`src/rtl/mempool_dram_burst_splitter.sv`:
```
// Splits AXI bursts at DRAM interleave chunk boundaries into per-controller sub-requests.
// Optional saturating statistics counters: define MEMPOOL_DRAM_SPLIT_STATS_EN.
module mempool_dram_burst_splitter #(
    parameter int unsigned NumDrams         = 4,
    parameter int unsigned BeatBytes        = 64,
    parameter int unsigned MaxInterleaveLog = 8,
    parameter int unsigned AddrWidth        = 32,
    parameter int unsigned IdWidth          = 4,
    parameter int unsigned LenWidth         = 8,
    localparam int unsigned IlogW = $clog2(MaxInterleaveLog + 1),
    localparam int unsigned CtrlW = (NumDrams > 1) ? $clog2(NumDrams) : 1
) (
    input  logic                 clk_i,
    input  logic                 rst_ni,
    input  logic [IlogW-1:0]     interleave_log_i,
    input  logic                 req_valid_i,
    output logic                 req_ready_o,
    input  logic [AddrWidth-1:0] req_addr_i,
    input  logic [LenWidth-1:0]  req_len_i,
    input  logic [IdWidth-1:0]   req_id_i,
    input  logic                 req_write_i,
    output logic                 sub_valid_o,
    input  logic                 sub_ready_i,
    output logic [CtrlW-1:0]     sub_ctrl_id_o,
    output logic [AddrWidth-1:0] sub_addr_o,
    output logic [LenWidth-1:0]  sub_len_o,
    output logic [IdWidth-1:0]   sub_id_o,
    output logic                 sub_write_o,
    output logic [LenWidth-1:0]  sub_idx_o,
    output logic                 sub_first_o,
    output logic                 sub_last_o,
`ifdef MEMPOOL_DRAM_SPLIT_STATS_EN
    input  logic                 stat_clear_i,
    output logic [31:0]          stat_bursts_o,
    output logic [31:0]          stat_splits_o,
`endif
    output logic                 busy_o
);

    localparam int unsigned BbLog = $clog2(BeatBytes);
    localparam int unsigned SB    = $clog2(NumDrams);
    localparam int unsigned BW    =
        ((MaxInterleaveLog > LenWidth) ? MaxInterleaveLog : LenWidth) + 2;
    localparam bit Split = (NumDrams > 1);

    typedef enum logic {
        IDLE,
        SPLIT
    } state_e;

    state_e               state_q;
    logic [AddrWidth-1:0] addr_q;
    logic [BW-1:0]        beats_q;
    logic [LenWidth-1:0]  idx_q;
    logic [IlogW-1:0]     ilog_q;
    logic [IdWidth-1:0]   id_q;
    logic                 write_q;

    logic [IlogW-1:0]     ilog_sat;
    logic [AddrWidth-1:0] beat_addr;
    logic [BW-1:0]        chunk_beats;
    logic [BW-1:0]        off;
    logic [BW-1:0]        chunk_rem;
    logic [BW-1:0]        sub_beats;
    logic [7:0]           cb;
    logic [AddrWidth-1:0] ctrl_full;
    logic [AddrWidth-1:0] low_mask;
    logic [AddrWidth-1:0] addr_adv;
    logic                 is_last;
    logic                 sub_hs;
    logic                 req_hs;

    assign ilog_sat = (interleave_log_i > IlogW'(MaxInterleaveLog))
                    ? IlogW'(MaxInterleaveLog) : interleave_log_i;

    assign beat_addr   = addr_q >> BbLog;
    assign chunk_beats = BW'(1) << ilog_q;
    assign off         = BW'(beat_addr) & (chunk_beats - BW'(1));
    assign chunk_rem   = chunk_beats - off;
    assign sub_beats   = (!Split || (beats_q <= chunk_rem)) ? beats_q : chunk_rem;
    assign is_last     = (beats_q == sub_beats);

    assign cb        = 8'(BbLog) + 8'(ilog_q);
    assign ctrl_full = addr_q >> cb;
    assign low_mask  = ~({AddrWidth{1'b1}} << cb);

    assign sub_valid_o   = (state_q == SPLIT);
    assign busy_o        = (state_q == SPLIT);
    assign sub_ctrl_id_o = Split ? ctrl_full[CtrlW-1:0] : '0;
    assign sub_addr_o    = ((addr_q >> (cb + 8'(SB))) << cb) | (addr_q & low_mask);
    assign sub_len_o     = LenWidth'(sub_beats - BW'(1));
    assign sub_id_o      = id_q;
    assign sub_write_o   = write_q;
    assign sub_idx_o     = idx_q;
    assign sub_first_o   = (idx_q == '0);
    assign sub_last_o    = is_last;

    assign sub_hs      = (state_q == SPLIT) && sub_ready_i;
    assign req_ready_o = (state_q == IDLE) || (sub_hs && is_last);
    assign req_hs      = req_valid_i && req_ready_o;

    // Dropping the byte offset makes every later sub-request chunk-aligned.
    assign addr_adv = (addr_q & ~AddrWidth'(BeatBytes - 1))
                    + (AddrWidth'(sub_beats) << BbLog);

    always_ff @(posedge clk_i or negedge rst_ni) begin
        if (!rst_ni) begin
            state_q <= IDLE;
            addr_q  <= '0;
            beats_q <= '0;
            idx_q   <= '0;
            ilog_q  <= '0;
            id_q    <= '0;
            write_q <= 1'b0;
        end else if (req_hs) begin
            state_q <= SPLIT;
            addr_q  <= req_addr_i;
            beats_q <= BW'(req_len_i) + BW'(1);
            idx_q   <= '0;
            ilog_q  <= ilog_sat;
            id_q    <= req_id_i;
            write_q <= req_write_i;
        end else if (sub_hs) begin
            if (is_last) begin
                state_q <= IDLE;
            end else begin
                addr_q  <= addr_adv;
                beats_q <= beats_q - sub_beats;
                idx_q   <= idx_q + LenWidth'(1);
            end
        end
    end

`ifdef MEMPOOL_DRAM_SPLIT_STATS_EN
    logic [31:0] bursts_q;
    logic [31:0] splits_q;

    always_ff @(posedge clk_i or negedge rst_ni) begin
        if (!rst_ni) begin
            bursts_q <= '0;
            splits_q <= '0;
        end else if (stat_clear_i) begin
            bursts_q <= '0;
            splits_q <= '0;
        end else begin
            if (req_hs && (bursts_q != '1)) bursts_q <= bursts_q + 32'd1;
            if (sub_hs && !sub_first_o && (splits_q != '1)) splits_q <= splits_q + 32'd1;
        end
    end

    assign stat_bursts_o = bursts_q;
    assign stat_splits_o = splits_q;
`endif

endmodule

```
`config.mk`:
```
export PLATFORM = sky130hd
export DESIGN_NAME = mempool_dram_burst_splitter
export DESIGN_NICKNAME = d
export VERILOG_FILES = /design/src/rtl/mempool_dram_burst_splitter.sv
export SDC_FILE = /design/constraint.sdc
export NUM_CORES = 1
export LEC_CHECK = 0
export ABC_AREA = 1
export ABC_CLOCK_PERIOD_IN_PS = 8000
export CAP_MARGIN = 10
export CORE_UTILIZATION = 50
export CTS_CLUSTER_SIZE = 25
export DETAILED_ROUTE_END_ITERATION = 16
export PLACE_DENSITY = 0.74
export SETUP_SLACK_MARGIN = 0.15
export SYNTH_ARGS = -nofsm -noshare
export SYNTH_HDL_FRONTEND = slang
export SYNTH_SLANG_ARGS = --single-unit
```
`constraint.sdc`:
```
create_clock -name clk_i -period 8 [get_ports clk_i]
set_input_delay 1.2 -clock clk_i [delete_from_list [all_inputs] [get_ports clk_i]]
set_output_delay 1.2 -clock clk_i [all_outputs]
set_load 0.03 [all_outputs]
```
==> results.md, run 1 <==
- Worst Setup Start Kind: register
- Rows: 45
- Placer congestion estimate: between 0.9 and 1
- Number of synthesized flops with an enable pin: 0
- Vias in the first global route: approximately 8500
- # setup viols final: 0
- CTS Hold Bufs: 0
- DP HPWL: 21.1 mm
- Hold Path Depth: 2
- Ports: 113
- Critical path arrival: 6.09 ns
- Final Routed Wirelength: 27.8 mm
- CTS root buf: clkbuf_16
- Status: completed
- Simple-gate portion of the synthesized area: a little over two fifths
- Mapped Cells: 1366
- Number of antenna violations at the first check in global routing: 0
- Multiplexer share of the synthesized area: 0.623%
- Clock Skews: 0.00832 ns
- Slowest cell delay on critical path: 0.54 ns
- First-pass GRT wire length: between 40 and 50 mm
- Yosys Warn Count: 0
- Slowest CP cell: dfrtp_1
- Max Cap Viol: 0
- Final period util: around nine tenths
- Maximum clock path buffer count: 2
- Most used cell, CP: nand2_1
- CTS tree: built
- Post-route ant nets: 0
- Routed via count: ~9000
- Die area: 16600 µm²
- Hold crit path type: reg2reg
- Antenna diodes: 0
- Synth Area in Adders: 7.04%
- Compound-gate portion of the synthesized area: between 10% and 20%
- Total track usage: 34.5%
- Worst hold margin: 0.474 ns
- Top FF cell, synth: dfrtp_1
- Final min period: 7.29 ns
- Largest net degree at the start of global routing: 61
- Syn nets: 1463
- Sequential fraction of the synthesis area: 18.7%
- Final Slew Violations: 0
- Worst-path fanout max: 39
- Largest family of logic cells by synthesized area: simple AND/OR/NAND/NOR gates
- Post-synth ARST share: 100%
- Core area: 15400 µm²
- Finished Cell Area: 9460 µm²
- Register bit count reported by yosys: 60
- Worst skew pair latency: 0.35 ns
- Library cells used by synthesis: 47
- CTS Buf Count: 9
- WP data required: 6.80 ns
- Worst reg2reg path depth: 39
- Setup TNS Final: 0 ns
- Drt drc: 0
- WS Path Type: reg2out
- P&R area growth vs syn: 17.8%
- Pre-antenna DRT Iters: 5
- Syn avg cell area: 5.88 µm²
- Post-synthesis xor/xnor area fraction: 5.89%
- Slew HR: between 40% and 50%
- Unrepaired setup endpoints after global routing: no
- Number of setup buffers added after CTS: 0
- Worst slew pin tran: 0.832 ns
- GR Overflow Total: 0
- Chip Width: 129 µm
- Die Height: 129 µm
- Syn Std Cell Area: 8030 µm²
- DR iter-0 viols: slightly below 800
- DP Area: 9130 µm²
- Max frequency: 137 MHz
- # nets final: around 1500
- CTS H-tree depth: 3
- Final Util: 61.3%
- Fraction of layout cells with a size suffix above 1: 5.01%
- I/O Buffers: 112
- Clk sinks: 60
- Routed len/inst: ~17 µm
- Starting Density: 52.1%
- Post-DR vias/cell: between 5 and 6
- Clock transition at the registers of the reported paths: 0.06 ns
- Final Hold Viols: 0
- CP endpoint kind: primary output
[registers in the layout, indices dropped and copies added (netlist names)]
register     count
sub_idx_o        8
busy_o           1
ilog_q           4
beats_q         10
addr_q          32
sub_id_o         4
sub_write_o      1
[path summary, 6_finish.rpt]
kind                              from     endpoint  slack (ns)
hold / removal             sub_write_o  sub_write_o        0.47
setup reg to reg             ilog_q[2]   addr_q[26]        1.10
hold reg to reg            sub_write_o  sub_write_o        0.47
setup / recovery             ilog_q[2]  req_ready_o        0.71
min in group asynchronous       rst_ni  sub_write_o        1.02
max in group asynchronous       rst_ni    ilog_q[0]        6.39
[worst max-delay path: cells and delay by family, from the launching register on]
| kind | cells | cell delay (ns) |
|---|---|---|
| AND/OR/NAND/NOR | 20 | 2.76 |
| adder cells (fa/ha/maj) | 3 | 1.00 |
| buffers and inverters | 6 | 0.85 |
| AO/OA/AOI/OAI | 3 | 0.57 |
| flip-flops | 1 | 0.54 |
[repair_timing]
item                                    CTS  global route
hold endpoints to repair                  0             0
gates resized for setup                   0            10
endpoints found under the setup margin    0             5
[layout by cell type, fill, tap and decap left out, types with 5 or more instances in the layout]
cell               n
ha_1              42
nand3_1          157
clkbuf_16          9
o22ai_1            5
a31oi_1            5
a21oi_1           41
nor2_1            56
clkdlybuf4s50_1  110
o21ai_0          103
inv_1            135
mux2i_1            5
xnor2_1           12
inv_2              5
or2_2             11
nand2_2            5
o211ai_1           9
nand2_1          483
o21ai_2            5
nor3_1            16
o21ai_1           11
nand4_1           50
buf_4             15
xor2_1            42
dfrtp_1           59
[area by class of cell]
cell class                      count  area, µm²
Multi-Input combinational cell   1094       5630
Inverter                          140        526
Clock inverter                      6       88.8
Sequential cell                    60       1500
Tap cell                          211        264
Clock buffer                       10        229
Fill cell                        1588       5970
Timing Repair Buffer              126       1220
[cell usage after synthesis (2+ instances only)]
library cell  number  share of area [%]
o22ai_1            5               0.39
fa_1               2               0.50
buf_6              8                1.1
a31oi_1            5               0.39
xnor2_1           12                1.3
inv_1            135                6.3
nand4_1           50                3.9
buf_1             10               0.47
inv_2              5               0.23
o21ai_2            2               0.22
buf_2              7               0.44
nor2_1            57                2.7
nor2_2             2               0.16
nand2_1          484                 23
nand3_2            2               0.25
o21ai_0          109                6.8
o211ai_1           9               0.84
a21oi_1           41                2.6
clkbuf_1          33                1.5
xor2_1            42                4.6
o21a_1             4               0.37
mux2i_1            5               0.62
buf_4             14                1.3
ha_1              42                6.5
nand3_1          157                9.8
nand2_2            4               0.31
dfrtp_1           60                 19
nor4_1             3               0.23
nor3_1            16                1.0
o21ai_1            8               0.50
nor2_4             4               0.56
nand3b_1           4               0.37
or2_2             11               0.86
[per-layer routing]
layer  track usage (%)  vias up  part of all wire [%]
met4              19.9        0                   5.4
li1                  -     4614                     -
met3              4.20       71                   5.9
met2              55.5      374                    45
met5                 0        -                     0
met1              44.8     4166                    44
[through the flow]
step,std cells,worst slack (ns)
2_1_floorplan,1366,1.51
3_3_place_gp,1631,1.11
3_5_place_dp,1631,0.946
4_1_cts,1647,0.548
5_1_grt,1647,0.217
6_report,1647,0.706
[cell families (layout without fill, tap and decap cells)]
kind of cell             count (synthesis)  count (layout)
adder cells (fa/ha/maj)                 44              44
AO/OA/AOI/OAI                          193             193
XOR/XNOR                                54              54
buffers and inverters                  212             282
AND/OR/NAND/NOR                        798             798
flip-flops                              60              60
multiplexers                             5               5
Power of run 1 is not shown: default switching activity piles up to over one toggle a cycle in this logic, so the estimate is an artifact.
==> inputs of run 2 (changes only) <==
--- a/config.mk
+++ b/config.mk
@@ -8,6 +8,7 @@
 export ABC_AREA = 1
 export ABC_CLOCK_PERIOD_IN_PS = 8000
 export CAP_MARGIN = 10
+export CORE_ASPECT_RATIO = 1.25
 export CORE_UTILIZATION = 50
 export CTS_CLUSTER_SIZE = 25
 export DETAILED_ROUTE_END_ITERATION = 16
==> run 2 against run 1 <==
  * Register-to-register slack worse by 0.20 ns
  * Non-clock buffer count is the same
  * Via count barely moved
  * Flip-flop and latch count stayed put
  * Sequential share of layout area is 0.080 points higher
  * Global-route usage is 0.40 points higher
  * Setup slack worse by 0.10 ns
  * Final area down 0.50%
  * Maximum frequency shrank 1.4%
==> results.md, run 2 (synthesis results as in run 1) <==
- Antenna diodes: 0
- Slowest CP cell: clkdlybuf4s50_1
- Commonest non-fill, non-tap cells in the layout: nand2_1, nand3_1, inv_1
- Maximum clock path buffer count: 2
- Final Util: 60.2%
- Clock transition at the registers of the reported paths: 0.06 ns
- R2R Path Start: ilog_q[2]
- CP startpoint: ilog_q[2]
- Post-DR vias/cell: about 5.6
- Worst hold margin: 0.480 ns
- GR Overflow Total: 0
- Die Height: roughly 140 µm
- Largest Register: addr_q
- CTS H-tree depth: 3
- CTS resizes: 0
- # nets final: 1528
- Slowest cell delay on critical path: around 0.66 ns
- DR iter-0 viols: 834
- Final Hold Viols: 0
- Worst-path fanout max: 15
- CTS Buf Count: 9
- Total track usage: 34.9%
- Routed len/inst: between 15 and 20 µm
- Worst slew pin tran: 0.831 ns
- Final period util: between 90% and 100%
- CTS Hold Bufs: 0
- Post-route insts no fill: about 1600
- Unrepaired setup endpoints after global routing: no
- Pre-antenna DRT Iters: 5
- Worst Setup Start Kind: register
- Max Cap Viol: 0
- Ports: 113
- Critical path arrival: between 6 and 7 ns
- Largest net degree at the start of global routing: 61
- Die area: 16600 µm²
- Number of antenna violations at the first check in global routing: 0
- Status: completed
- DP HPWL: 21.4 mm
- Commonest non-fill, non-tap cell in the layout: nand2_1
- Starting Density: 51.4%
- Slew HR: between 40 and 50%
- Final min period: between 7 and 8 ns
- Clk sinks: 60
- WP data required: 6.80 ns
- Setup TNS Final: 0 ns
- Vias in the first global route: between 8000 and 9000
- Rows: 51
- WS Path Type: reg2out
- Post-route ant nets: 0
- HP Start: addr_q[2]
- Number of setup buffers added after CTS: 0
- Most used cell, CP: nand2_1
- CTS tree: built
- Final Slew Violations: 0
- CP endpoint kind: primary output
- Hold crit path type: reg2reg
- Max reg flops: 32
- Routed via count: 9216
- P&R area growth vs syn: 17.2%
- Drt drc: 0
- # setup viols final: 0
- Placer congestion estimate: around 0.98
- Worst skew pair latency: 0.35 ns
- Clock Skews: 0.0133 ns
- Chip Width: ~120 µm
- I/O Buffers: 112
- Fraction of layout cells with a size suffix above 1: 4.81%
- Inst Count DP: 1632
- CTS root buf: clkbuf_16
- Max frequency: 135 MHz
- Final Routed Wirelength: 27.8 mm
- Core area: 15600 µm²
- First-pass GRT wire length: about 44 mm
[run 2: changes by cell type in the layout (fill, tap and decap cells not counted), moves of 2 or more]
cell and change:
inv_6 +3, o21ai_1 -2, o21ai_0 +5, o21ai_2 -3, bufinv_16 -2
[run 2: final timing paths]
| kind | endpoint | slack, ns | cells past startpoint |
|---|---|---|---|
| setup / recovery | sub_last_o | 0.61 | 28 |
| hold / removal | addr_q[2] | 0.48 | 2 |
| setup reg to reg | addr_q[26] | 0.90 | 37 |
| hold reg to reg | addr_q[2] | 0.48 | 2 |
| max in group asynchronous | ilog_q[0] | 6.36 | 2 |
| min in group asynchronous | sub_id_o[2] | 1.03 | 2 |
[run 2: worst max-delay path: cells and delay by family, from the launching register on]
family | cells | cell delay [ns]
compound gates | 4 | 0.84
fa+ha+maj | 3 | 0.96
buf+inv | 5 | 1.05
flops | 1 | 0.53
xor+xnor | 1 | 0.15
simple gates | 15 | 2.34
[run 2: final cells by class]
class	count	area, µm²
clock inverter	7	57.6
clock buffer	9	225
timing repair buffer	126	1220
multi-input combinational	1094	5620
tap	212	265
fill	1612	6220
inverter	140	526
sequential	60	1500
[run 2: metrics by stage]
step	area, µm²	setup slack (ns)
after floorplan	8030	1.51
after global placement	9130	1.10
after detailed placement	9130	1.02
after CTS	9410	0.639
after global routing	9410	0.193
final	9410	0.606
[run 2: metal layers]
metal | vias up | wire length (µm) | global-route usage, %
met5 | - | 0 | 0
met4 | 0 | 1880 | 24.1
met3 | 92 | 1620 | 5.44
met2 | 349 | 13100 | 58.0
met1 | 4173 | 11200 | 41.1
li1 | 4602 | - | -
Power of run 2 is left out for the same reason.
